==> src/rtl/mmio_uart_tx.sv <==
// mmio_uart_tx: memory-mapped 8N1 UART transmitter with a TX FIFO and status window
module mmio_uart_tx #(
    parameter logic [31:0] BASE_ADDR    = 32'hFFFF_0000,
    parameter int          CLKS_PER_BIT = 868,
    parameter int          FIFO_DEPTH   = 8
) (
    input  logic        i_clk,
    input  logic        i_reset,
    input  logic [31:0] i_addr,
    input  logic [31:0] i_wdata,
    input  logic        i_we,
    output logic        o_sel,
    output logic [31:0] o_rdata,
    output logic        o_tx,
    output logic        o_tx_empty
);
    localparam int AW = $clog2(FIFO_DEPTH);
    localparam int CW = $clog2(CLKS_PER_BIT);

    typedef enum logic [1:0] {IDLE, START, DATA, STOP} state_t;

    state_t        state_q, state_d;
    logic [AW-1:0] rd_q, rd_d, wr_q, wr_d;
    logic [AW:0]   count_q, count_d;
    logic [CW-1:0] baud_q, baud_d;
    logic [2:0]    bit_idx_q, bit_idx_d;
    logic [7:0]    shift_q, shift_d;
    logic          tx_q, tx_d;
    logic          ovf_q, ovf_d;
    logic [7:0]    mem_q [FIFO_DEPTH];

    logic is_stat, full, pop, push_req, push, w1c, baud_end;
    logic unused_bits;

    assign o_sel       = i_addr[31:3] == BASE_ADDR[31:3];
    assign is_stat     = i_addr[2];
    assign full        = count_q == (AW+1)'(FIFO_DEPTH);
    assign pop         = state_q == IDLE && count_q != '0;
    assign push_req    = o_sel && !is_stat && i_we;
    assign push        = push_req && (!full || pop);
    assign w1c         = o_sel && is_stat && i_we && i_wdata[3];
    assign baud_end    = baud_q == CW'(CLKS_PER_BIT - 1);
    assign o_tx        = tx_q;
    assign o_tx_empty  = count_q == '0 && state_q == IDLE;
    assign o_rdata     = (o_sel && is_stat)
                       ? {16'h0, 8'(count_q), 4'h0, ovf_q, state_q != IDLE, count_q == '0, full}
                       : 32'h0;
    assign unused_bits = ^{i_addr[1:0], i_wdata[31:8], i_wdata[2:0]};

    // Next-state for FIFO bookkeeping, overflow flag and the serial bit engine
    always_comb begin
        wr_d      = push ? wr_q + 1'b1 : wr_q;
        rd_d      = pop ? rd_q + 1'b1 : rd_q;
        count_d   = count_q + (AW+1)'(push) - (AW+1)'(pop);
        ovf_d     = (push_req && !push) ? 1'b1 : (w1c ? 1'b0 : ovf_q);
        state_d   = state_q;
        baud_d    = baud_end ? '0 : baud_q + 1'b1;
        bit_idx_d = bit_idx_q;
        shift_d   = shift_q;
        case (state_q)
            IDLE: begin
                baud_d = '0;
                if (pop) begin
                    state_d   = START;
                    shift_d   = mem_q[rd_q];
                    bit_idx_d = '0;
                end
            end
            START: if (baud_end) state_d = DATA;
            DATA: if (baud_end) begin
                if (bit_idx_q == 3'd7) state_d = STOP;
                else begin
                    shift_d   = shift_q >> 1;
                    bit_idx_d = bit_idx_q + 1'b1;
                end
            end
            default: if (baud_end) state_d = IDLE;
        endcase
        tx_d = (state_d == START) ? 1'b0 : (state_d == DATA) ? shift_d[0] : 1'b1;
    end

    // State registers; reset discards any partial frame and queued bytes
    always_ff @(posedge i_clk or posedge i_reset) begin
        if (i_reset) begin
            state_q   <= IDLE;
            rd_q      <= '0;
            wr_q      <= '0;
            count_q   <= '0;
            baud_q    <= '0;
            bit_idx_q <= '0;
            shift_q   <= '0;
            tx_q      <= 1'b1;
            ovf_q     <= 1'b0;
        end else begin
            state_q   <= state_d;
            rd_q      <= rd_d;
            wr_q      <= wr_d;
            count_q   <= count_d;
            baud_q    <= baud_d;
            bit_idx_q <= bit_idx_d;
            shift_q   <= shift_d;
            tx_q      <= tx_d;
            ovf_q     <= ovf_d;
        end
    end

    // FIFO storage needs no reset; the pointers and count define validity
    always_ff @(posedge i_clk) begin
        if (push) mem_q[wr_q] <= i_wdata[7:0];
    end
endmodule

==> config.mk <==
export PLATFORM = sky130hd
export DESIGN_NAME = mmio_uart_tx
export DESIGN_NICKNAME = d
export VERILOG_FILES = /design/src/rtl/mmio_uart_tx.sv
export SDC_FILE = /design/constraint.sdc
export NUM_CORES = 1
export LEC_CHECK = 0
export BUFFER_PORTS_ARGS = -buffer_cell sky130_fd_sc_hd__buf_2
export CAP_MARGIN = 20
export CORE_AREA = 2 2 90 92
export CTS_BUF_LIST = sky130_fd_sc_hd__clkbuf_8
export DETAILED_ROUTE_END_ITERATION = 7
export DIE_AREA = 0 0 92 94
export MAX_ROUTING_LAYER = met4
export PLACE_DENSITY = 0.87
export REMOVE_ABC_BUFFERS = 1
export SLEW_MARGIN = 20
export SYNTH_ARGS = -nofsm -noshare
export SYNTH_HDL_FRONTEND = slang
export SYNTH_SLANG_ARGS = --single-unit
==> constraint.sdc <==
create_clock -name i_clk -period 5.9 [get_ports i_clk]
set_input_delay 0.295 -clock i_clk [delete_from_list [all_inputs] [get_ports i_clk]]
set_output_delay 0.295 -clock i_clk [all_outputs]
set_load 0.01 [all_outputs]
==> impl_metrics.toml, run 1 <==
[run_status]
outcome = "complete, no violations"

[layout]
area_growth_pct = 10.9
drive_gt1_share_pct = 25.5
antenna_cells = 0
stdcell_area_um2 = 4960
finalNetCount = 450

[synth]
synth-compound-area-share_pct = 3.75
synth_mux_area_share_pct = 10.1
synthAdderAreaFrac_pct = 3.52
ys_ff_latch = 99
ys.flop_type = "edfxtp_1"
synthXorXnorAreaFrac_pct = 2.94
synth-edff-count = 64
async_reset_ff_share_pct = 35.4
synth_top_family_by_area = "simple AND/OR/NAND/NOR gates"
synthTopCellsByCount = "64 x edfxtp_1, 34 x dfrtp_1, 30 x nor2_1, 26 x buf_4, 17 x nand2_1"
yosysMostFrequentCell = "edfxtp_1"
netlist_instances = 316
synth_top_area_share_pct = 43.0
yosysWarnings = 0
synth_top_area_cell = "edfxtp_1"
synth_area_leaders = "edfxtp_1 43%, dfrtp_1 19%, mux4_2 7.0%, buf_4 4.4%, ha_1 3.1%"
syn_avg_cell_area_um2 = 14.2
synth_cell_type_count = 49
seq_area_frac_synth_pct = 62.6
synth-simple-area-share_pct = 11.0
syn_area_um2 = 4470

[critical_path]
path_class = "register to register"
worstPathMaxFanout = 12
cp.arrival_ns = 3.07
cp_slowest_cell = "or3b_1"
worst_r2r_startpoint = "count_q[2]"
timing.critical_path.buf_inv = 4
critPathLaunch = "count_q[2]"
crit_required_ns = 6.16
end_kind = "register"
crit_family = "adder cells"
start_kind = "register"
slowest_delay_ns = 0.41
worstPathCellList = "inv_1, ha_1, or3b_1, nand2_1, inv_2, ha_1, inv_1, ha_1, inv_1, fa_1, xnor2_1"

[hold_path]
hold_path.class = "input port to asynchronous set/reset pin"

[power_and_ir_drop]
power_density_nw_per_um2 = 247
p_sw_share_pct = 24.4
internal_power_w = 0.000927
netSwitchingPower_w = 0.000299
p_comb_share_pct = 2.7
pwr-share-seq_pct = 60.3
leakage_nw = 1.97
max-vdd-ir-drop_mv = 0.206
p_clk_share_pct = 37.1

[grt]
grt_overflow = 0
grt_pass1_vias = 2645
grt_pass1_wl_mm = 12.8
grt_max_degree = 36
grt_usage_pct = 20.4
antenna_found_initial = 0

[die]
core_area_um2 = 7610
die_w_um = 92
pin_count = 102
die_y_um = 94
dieArea_um2 = 8650
rows = 32
start_util_pct = 58.8

[placement]
globalplace.congestion = 0.778
hpwlAfterDp_mm = 5.29
placed_cell_area_um2 = 4740
port_buffers = 51

[clock_network]
cts_resized = 0
holdBufCountCts = 0
cts_tree = "done"
clk_pin_slew_ns = 0.10
cts_buffer_depth = 2
htreeDepth = 3
numClockSinks = 99
clock_latency_ns = 0.38
cts_setup_buffers = 0
cts-root-buf = "clkbuf_8"
cts_buffers = 9

[timing]
maxSlewHeadroom_pct = 38.4
tns_ns = 0
slew_violations = 0
hold_viol = 0
fin_worst_skew_ns = 0.0125
finalSetupViolations = 0
timing.final.crit_share_pct = 47.5
post-route-min-period_ns = 2.80
fmax_mhz = 357
worst_pin_slew_ns = 0.921
rsz0062_at_grt = "no"

[flow_run]
cap_violations = 0

[drt]
routed_via_density = 5.43
detail_route.first_pass.iterations = 4
drc = 0
drt_iter0_drc = 123
num_vias = 2596
wire_per_inst_um = 16.4
wl_mm = 7.82
ant_nets = 0
cells in the final DEF (no fill, tap or decap), drive strengths merged, types with 3 or more instances in the layout:
master / Yosys / routed
a21oi: 4 / 4
a22oi: 7 / 7
ha: 11 / 11
edfxtp: 64 / 64
conb: 1 / 24
and3: 4 / 4
clkinv: 0 / 3
nand4: 7 / 7
nor2b: 3 / 3
dfrtp: 34 / 34
inv: 11 / 15
o21ai: 10 / 10
nor2: 30 / 30
nand3: 8 / 8
nor3: 4 / 4
mux2i: 11 / 11
mux4: 14 / 14
nand2: 18 / 18
xnor2: 10 / 10
buf: 32 / 54
xor2: 5 / 5
nor3b: 3 / 3
clkbuf: 1 / 9
state kept, by name, summed over array words and instances, names as in the netlist:
signal,flops
mem_q,64
baud_q,10
shift_q,8
count_q,4
bit_idx_q,3
rd_q,3
wr_q,3
state_q,2
o_tx,1
ovf_q,1
per-layer routing:
| metal | routed length [um] | vias to the layer above | global-route usage [%] | part of all wire, % |
|---|---|---|---|---|
| met3 | 391 | 12 | 4.57 | 5.0 |
| met2 | 4100 | 75 | 34.7 | 52 |
| met1 | 3240 | 1283 | 23.7 | 41 |
| met4 | 87 | 0 | 8.58 | 1.1 |
| li1 | - | 1226 | - | - |
| met5 | 0 | - | - | 0 |
cell type report:
type                    count  area, um^2
clock inverters             7        96.3
repair buffers             54         278
clock buffers               9         124
well taps                 102         128
inverters                  11        41.3
multi-input cells         196        1490
flip-flops and latches     99        2800
fillers                   540        2650
worst paths after layout:
| path | end | depth (start not counted) | slack (ns) |
|---|---|---|---|
| max | count_q[2] | 11 | 3.10 |
| min | ovf_q | 3 | 0.004 |
| max reg2reg | count_q[2] | 11 | 3.10 |
| min reg2reg | baud_q[0] | 1 | 0.50 |
| max in group asynchronous | o_tx | 3 | 5.56 |
| min in group i_clk | ovf_q | 2 | 0.17 |
logic make-up after synthesis:
| kind of cell | Yosys count |
|---|---|
| buffers and inverters | 44 |
| muxes | 27 |
| other | 1 |
| DFF | 99 |
| xor gates and xnor gates | 15 |
| adders and majority gates | 12 |
| and+or+nand+nor | 92 |
| AOI/OAI and AO/OA | 26 |
power groups by stage:
stage	clock, W	sequential [W]	combinational [W]
finish	0.000455	0.000739	0.0000326
global route	0.000490	0.000739	0.0000370
CTS	0.000464	0.000739	0.0000327
detailed placement	0	0.000754	0.0000327
global placement	0	0.000754	0.0000310
floorplan	0	0.000754	0.0000124
tightest hold or removal path, cell delays in order:
cell	delay [ns]
buf_2	0.09
inv_1	0.04
buf_4	0.39
per-stage QoR:
step           utilization [%]  hold slack [ns]  worst slack, ns  std cells  power [W]
2_1_floorplan                -            0.394             3.43        306   0.000767
6_report                  65.2          0.00394             3.10        478    0.00123
5_1_grt                   65.2           0.0228             2.90        478    0.00127
4_1_cts                   65.2          0.00288             3.08        478    0.00124
3_5_place_dp              62.3            0.417             3.12        462   0.000787
3_3_place_gp              62.3            0.411             3.20        462   0.000785
No activity file was read; power rests on OpenSTA's default activity.
==> run 2: changes to the inputs <==
CORE_AREA = 2 2 93 95   (was 2 2 90 92)
DIE_AREA = 0 0 95 97   (was 0 0 92 94)
PLACE_DENSITY = 0.83   (was 0.87)
clock period = 2.93 ns   (was 5.9 ns; I/O delays follow)
==> run 2 against run 1 <==
Effect of this change:
- sequential share of layout area fell by 0.84 points
- worst setup slack worse by 2.8 ns
- critical path depth is 1 higher
- sequential power rose by 100%
- die area up 6.6%
- worst hold slack improved by 0.035 ns
- global-route usage is 1.6 points lower
- total power up 99%
- flip-flop and latch count unchanged
- maximum frequency is 4.6% higher
- via count is 0.77% higher
- critical endpoint unchanged
- largest cell class unchanged
- highest routed layer unchanged
==> impl_metrics.toml, run 2 (same netlist as run 1, synthesis figures left out) <==
[run_status]
outcome = "complete, no violations"

[timing]
fmax_mhz = 373
tns_ns = 0
fin_worst_skew_ns = 0.0146
worst_pin_slew_ns = 0.650
rsz0062_at_grt = "no"
maxSlewHeadroom_pct = 56.5
post-route-min-period_ns = 2.68
whs_ns = 0.0386
finalSetupViolations = 0
timing.final.ws_setup_ns = 0.249
timing.final.crit_share_pct = 91.5
hold_viol = 0
slew_violations = 0

[critical_path]
cp_slowest_cell = "or3b_2"
worstPathMaxFanout = 4
cp.arrival_ns = 2.94
worstPathCellList = "inv_1, ha_1, or3b_2, a21oi_1, nor2_1, nand2_4, ha_1, inv_1, ha_1, inv_1, fa_1, xnor2_1"
start_kind = "register"
path_class = "register to register"
timing.critical_path.buf_inv = 3
crit_required_ns = 3.19
end_kind = "register"
slowest_delay_ns = 0.46
crit_family = "adder cells"

[drt]
detail_route.first_pass.iterations = 4
ant_nets = 0
routed_via_density = 5.33
drc = 0
wire_per_inst_um = 15.4
drt_iter0_drc = 163
wl_mm = 7.58
num_vias = 2616

[layout]
area_growth_pct = 12.5
antenna_cells = 0
finalNetCount = 460
top_register = "mem_q"
reg_top3 = "mem_q (64), baud_q (10), shift_q (8)"
final_common_cell = "edfxtp_1"
largest_reg_flops = 64
layout_common_cells = "64 x edfxtp_1, 51 x buf_2, 34 x dfrtp_1"
drive_gt1_share_pct = 26.9

[clock_network]
clock_latency_ns = 0.37
cts-root-buf = "clkbuf_8"
cts_buffer_depth = 2
cts_buffers = 9
clk_pin_slew_ns = 0.11
htreeDepth = 3
cts_tree = "done"
cts_resized = 0
numClockSinks = 99

[grt]
grt_pass1_vias = 2689
grt_overflow = 0
grt_pass1_wl_mm = 12.8
grt_usage_pct = 18.8
antenna_found_initial = 0
grt_max_degree = 36

[power_and_ir_drop]
pwr-share-seq_pct = 61.1
internal_power_w = 0.00186
p_comb_share_pct = 2.8
p_clk_share_pct = 36.2
netSwitchingPower_w = 0.000580
p_sw_share_pct = 23.8
max-vdd-ir-drop_mv = 0.394
power_density_nw_per_um2 = 484
leakage_nw = 2.01

[die]
pin_count = 102
start_util_pct = 55.0
core_area_um2 = 8130
rows = 33
dieArea_um2 = 9220
die_w_um = 95
die_y_um = 97

[placement]
hpwlAfterDp_mm = 5.26
globalplace.congestion = 0.755
dp_slack_ns = 0.246
port_buffers = 51

[hold_path]
hold_path.class = "input port to register"

[flow_run]
cap_violations = 0
==> run 2: cell count changes in the layout (fill, tap and decap cells not counted) <==
cell / previous run / this run
buf_4: 3 / 12
clkinv_4: 0 / 1
dfrtp_1: 33 / 34
dfrtp_2: 1 / 0
dlygate4sd3_1: 0 / 1
inv_12: 1 / 0
==> run 2: timing repair <==
item	in CTS	in global routing
hold buffers	1	0
setup buffers	0	0
hold endpoints to repair	34	0
==> run 2: cell type report <==
type,count,area (um^2)
inverter,11,41.3
tap,105,131
clock inverter,7,88.8
fill,587,3100
sequential,99,2800
multi-input combinational,196,1490
clock buffer,9,124
timing repair buffer,64,355
==> run 2: per-layer routing <==
metal / track usage, % / vias to the layer above / part of all wire, %
li1: - / 1245 / -
met1: 22.2 / 1294 / 41
met2: 30.9 / 63 / 53
met3: 4.13 / 14 / 3.8
met4: 8.14 / 0 / 2.0
met5: - / - / 0
==> run 2: worst paths after layout <==
path	from	endpoint	slack [ns]	cells after the start
min	i_wdata[2]	mem_q[5][2]	0.04	1
max	count_q[2]	count_q[2]	0.25	12
min reg2reg	bit_idx_q[2]	bit_idx_q[2]	0.49	2
max in group asynchronous	i_reset	o_tx	2.18	4
max reg2reg	count_q[2]	count_q[2]	0.25	12
min in group asynchronous	i_reset	baud_q[5]	0.41	4
==> run 2: per-stage QoR <==
stage | power, W | instance area, um^2 | instances | utilization, %
final | 0.00244 | 5030 | 491 | 61.9
after CTS | 0.00245 | 5030 | 491 | 61.9
after global placement | 0.00158 | 4810 | 474 | 59.1
after detailed placement | 0.00158 | 4810 | 474 | 59.1
after floorplan | 0.00154 | 4330 | 306 | -
after global routing | 0.00252 | 5030 | 491 | 61.9
==> run 2: power groups by stage <==
stage / Clock, W / Combinational, W / Sequential, W
after floorplan: 0 / 0.0000250 / 0.00152
after global placement: 0 / 0.0000632 / 0.00152
after detailed placement: 0 / 0.0000663 / 0.00152
after CTS: 0.000896 / 0.0000674 / 0.00149
after global routing: 0.000954 / 0.0000782 / 0.00149
final: 0.000882 / 0.0000672 / 0.00149
==> run 3: changes to the inputs <==
CORE_AREA = 2 2 81 121   (was 2 2 93 95)
DIE_AREA = 0 0 83 123   (was 0 0 95 97)
MAX_ROUTING_LAYER = default   (was met4)
PLACE_DENSITY = 0.78   (was 0.83)
clock period = 2.4 ns   (was 2.93 ns; I/O delays follow)
==> run 3 against run 2 <==
Effect of this change:
- first-iteration DRC count up 9.2%
- critical endpoint unchanged
- non-clock buffer count up 20
- the flow now finishes with violations (setup timing)
- sequential power up 22%
- largest cell class unchanged
- clock power up 28%
- die area up 11%
- wire length up 7.7%
==> impl_metrics.toml, run 3 (same netlist as run 1, synthesis figures left out) <==
[power_and_ir_drop]
max-vdd-ir-drop_mv = 0.599
power_density_nw_per_um2 = 573
leakage_nw = 2.11
p_total_w = 0.00304

[clock_network]
htreeDepth = 3
cts_buffer_depth = 2
cts_buffers = 9
numClockSinks = 99
cts_tree = "done"
cts-root-buf = "clkbuf_8"
clk_pin_slew_ns = 0.10
clock_latency_ns = 0.38

[layout]
layout_common_cells = "64 x edfxtp_1, 51 x buf_2, 34 x dfrtp_1"
n_fill_cell = 703
reg_top3 = "mem_q (64), baud_q (10), shift_q (8)"
largest_reg_flops = 64
top_register = "mem_q"
area_growth_pct = 18.4
final_common_cell = "edfxtp_1"
antenna_cells = 0
finalNetCount = 480
drive_gt1_share_pct = 34.5

[timing]
rsz0062_at_grt = "yes"
fin_worst_skew_ns = 0.0104
fmax_mhz = 410
post-route-min-period_ns = 2.44
whs_ns = 0.0190
finalSetupViolations = 2
slew_violations = 0
maxSlewHeadroom_pct = 58.6
timing.final.crit_share_pct = 102
hold_viol = 0
timing.final.ws_setup_ns = -0.0413
worst_pin_slew_ns = 0.621

[critical_path]
r2r_cells = 12
start_kind = "register"
r2r_setup_slack_ns = -0.04
end_kind = "register"
worstPathMaxFanout = 4
crit_required_ns = 2.67
rr_endpoint = "count_q[2]"
cp.arrival_ns = 2.71
path_class = "register to register"
worst_r2r_startpoint = "count_q[2]"

[grt]
antenna_found_initial = 0
grt_usage_pct = 16.7
grt_overflow = 0
grt_max_degree = 36
grt_pass1_wl_mm = 13.0
grt_pass1_vias = 2763

[run_status]
outcome = "finished, violations left"
violations = "setup timing"

[hold_path]
hold_path.class = "input port to register"
hold_end = "mem_q[6][3]"
hp-start = "i_wdata[3]"
hold_depth = 1

[flow_run]
cap_violations = 0

[die]
core_area_um2 = 9200
die_y_um = 123
pin_count = 102
die_w_um = 83
rows = 43
start_util_pct = 48.6
dieArea_um2 = 10200

[drt]
ant_nets = 0
drt_iter0_drc = 178
wire_per_inst_um = 15.8
detail_route.first_pass.iterations = 4
wl_mm = 8.16
num_vias = 2709
drc = 0
routed_via_density = 5.23

[placement]
globalplace.congestion = 0.797
hpwlAfterDp_mm = 5.77
port_buffers = 51
run 3: cell count changes in the layout (fill, tap and decap cells not counted), moves of 3 or more:
cell,change
clkinv_8,-3
inv_1,-3
inv_2,+3
ha_1,-5
dlygate4sd3_1,+4
nor2_1,-8
buf_4,+15
ha_4,+3
nor2_2,+7
run 3: how the worst max path moves through the flow:
stage	start	endpoint	slack, ns	depth (start not counted)
2_1_floorplan	count_q[2]	count_q[2]	-0.07	11
3_3_place_gp	count_q[2]	count_q[1]	-0.12	12
3_5_place_dp	count_q[2]	count_q[2]	-0.24	12
4_1_cts	count_q[2]	count_q[2]	-0.04	12
5_1_grt	count_q[2]	count_q[1]	-0.12	12
6_report	count_q[2]	count_q[2]	-0.04	12
run 3: where the power goes:
part            switching, W  internal, W
logic              0.0000550    0.0000337
clock network       0.000619     0.000513
registers      0.00000000160      0.00182
total               0.000674      0.00236
run 3: layout make-up:
class,count,area [um^2],share of cell area (%)
Timing Repair Buffer,84,519,9.81
Clock inverter,7,90.1,1.70
Clock buffer,9,124,2.34
Multi-Input combinational cell,196,1580,29.9
Sequential cell,99,2800,52.9
Tap cell,112,140,2.65
Inverter,11,41.3,0.780
run 3: timing repair:
action | 4_1_cts | 5_1_grt
setup buffers | 7 | 0
pin swaps | 2 | 4
setup endpoints to repair | 51 | 15
resized for setup | 19 | 7
hold buffers | 5 | 0
endpoints found under the hold margin | 66 | 0
run 3: worst max-delay path, stage by stage (launching register included):
cell     delay, ns
dfrtp_1       0.38
inv_2         0.09
ha_2          0.17
or3b_4        0.40
a21oi_4       0.18
nor2_4        0.06
nand2_4       0.08
ha_4          0.19
inv_2         0.05
ha_2          0.17
inv_1         0.05
fa_1          0.38
xnor2_1       0.14
run 3: stage by stage:
step / utilization (%) / TNS, ns / worst slack, ns / cell area, um^2 / instances
finish: 57.6 / -0.0741 / -0.0413 / 5300 / 518
global route: 57.6 / -0.233 / -0.120 / 5300 / 518
CTS: 57.2 / -0.0730 / -0.0393 / 5260 / 518
detailed placement: 53.1 / -5.33 / -0.237 / 4880 / 490
global placement: 53.1 / -2.01 / -0.118 / 4880 / 490
floorplan: - / -0.135 / -0.0687 / 4330 / 306
run 3: per-layer routing:
metal | track usage (%) | up-vias | wire length [um]
met1 | 17.6 | 1369 | 3100
li1 | - | 1284 | -
met5 | 0 | - | 0
met4 | 6.25 | 0 | 127
met2 | 31.7 | 44 | 4710
met3 | 4.54 | 12 | 227
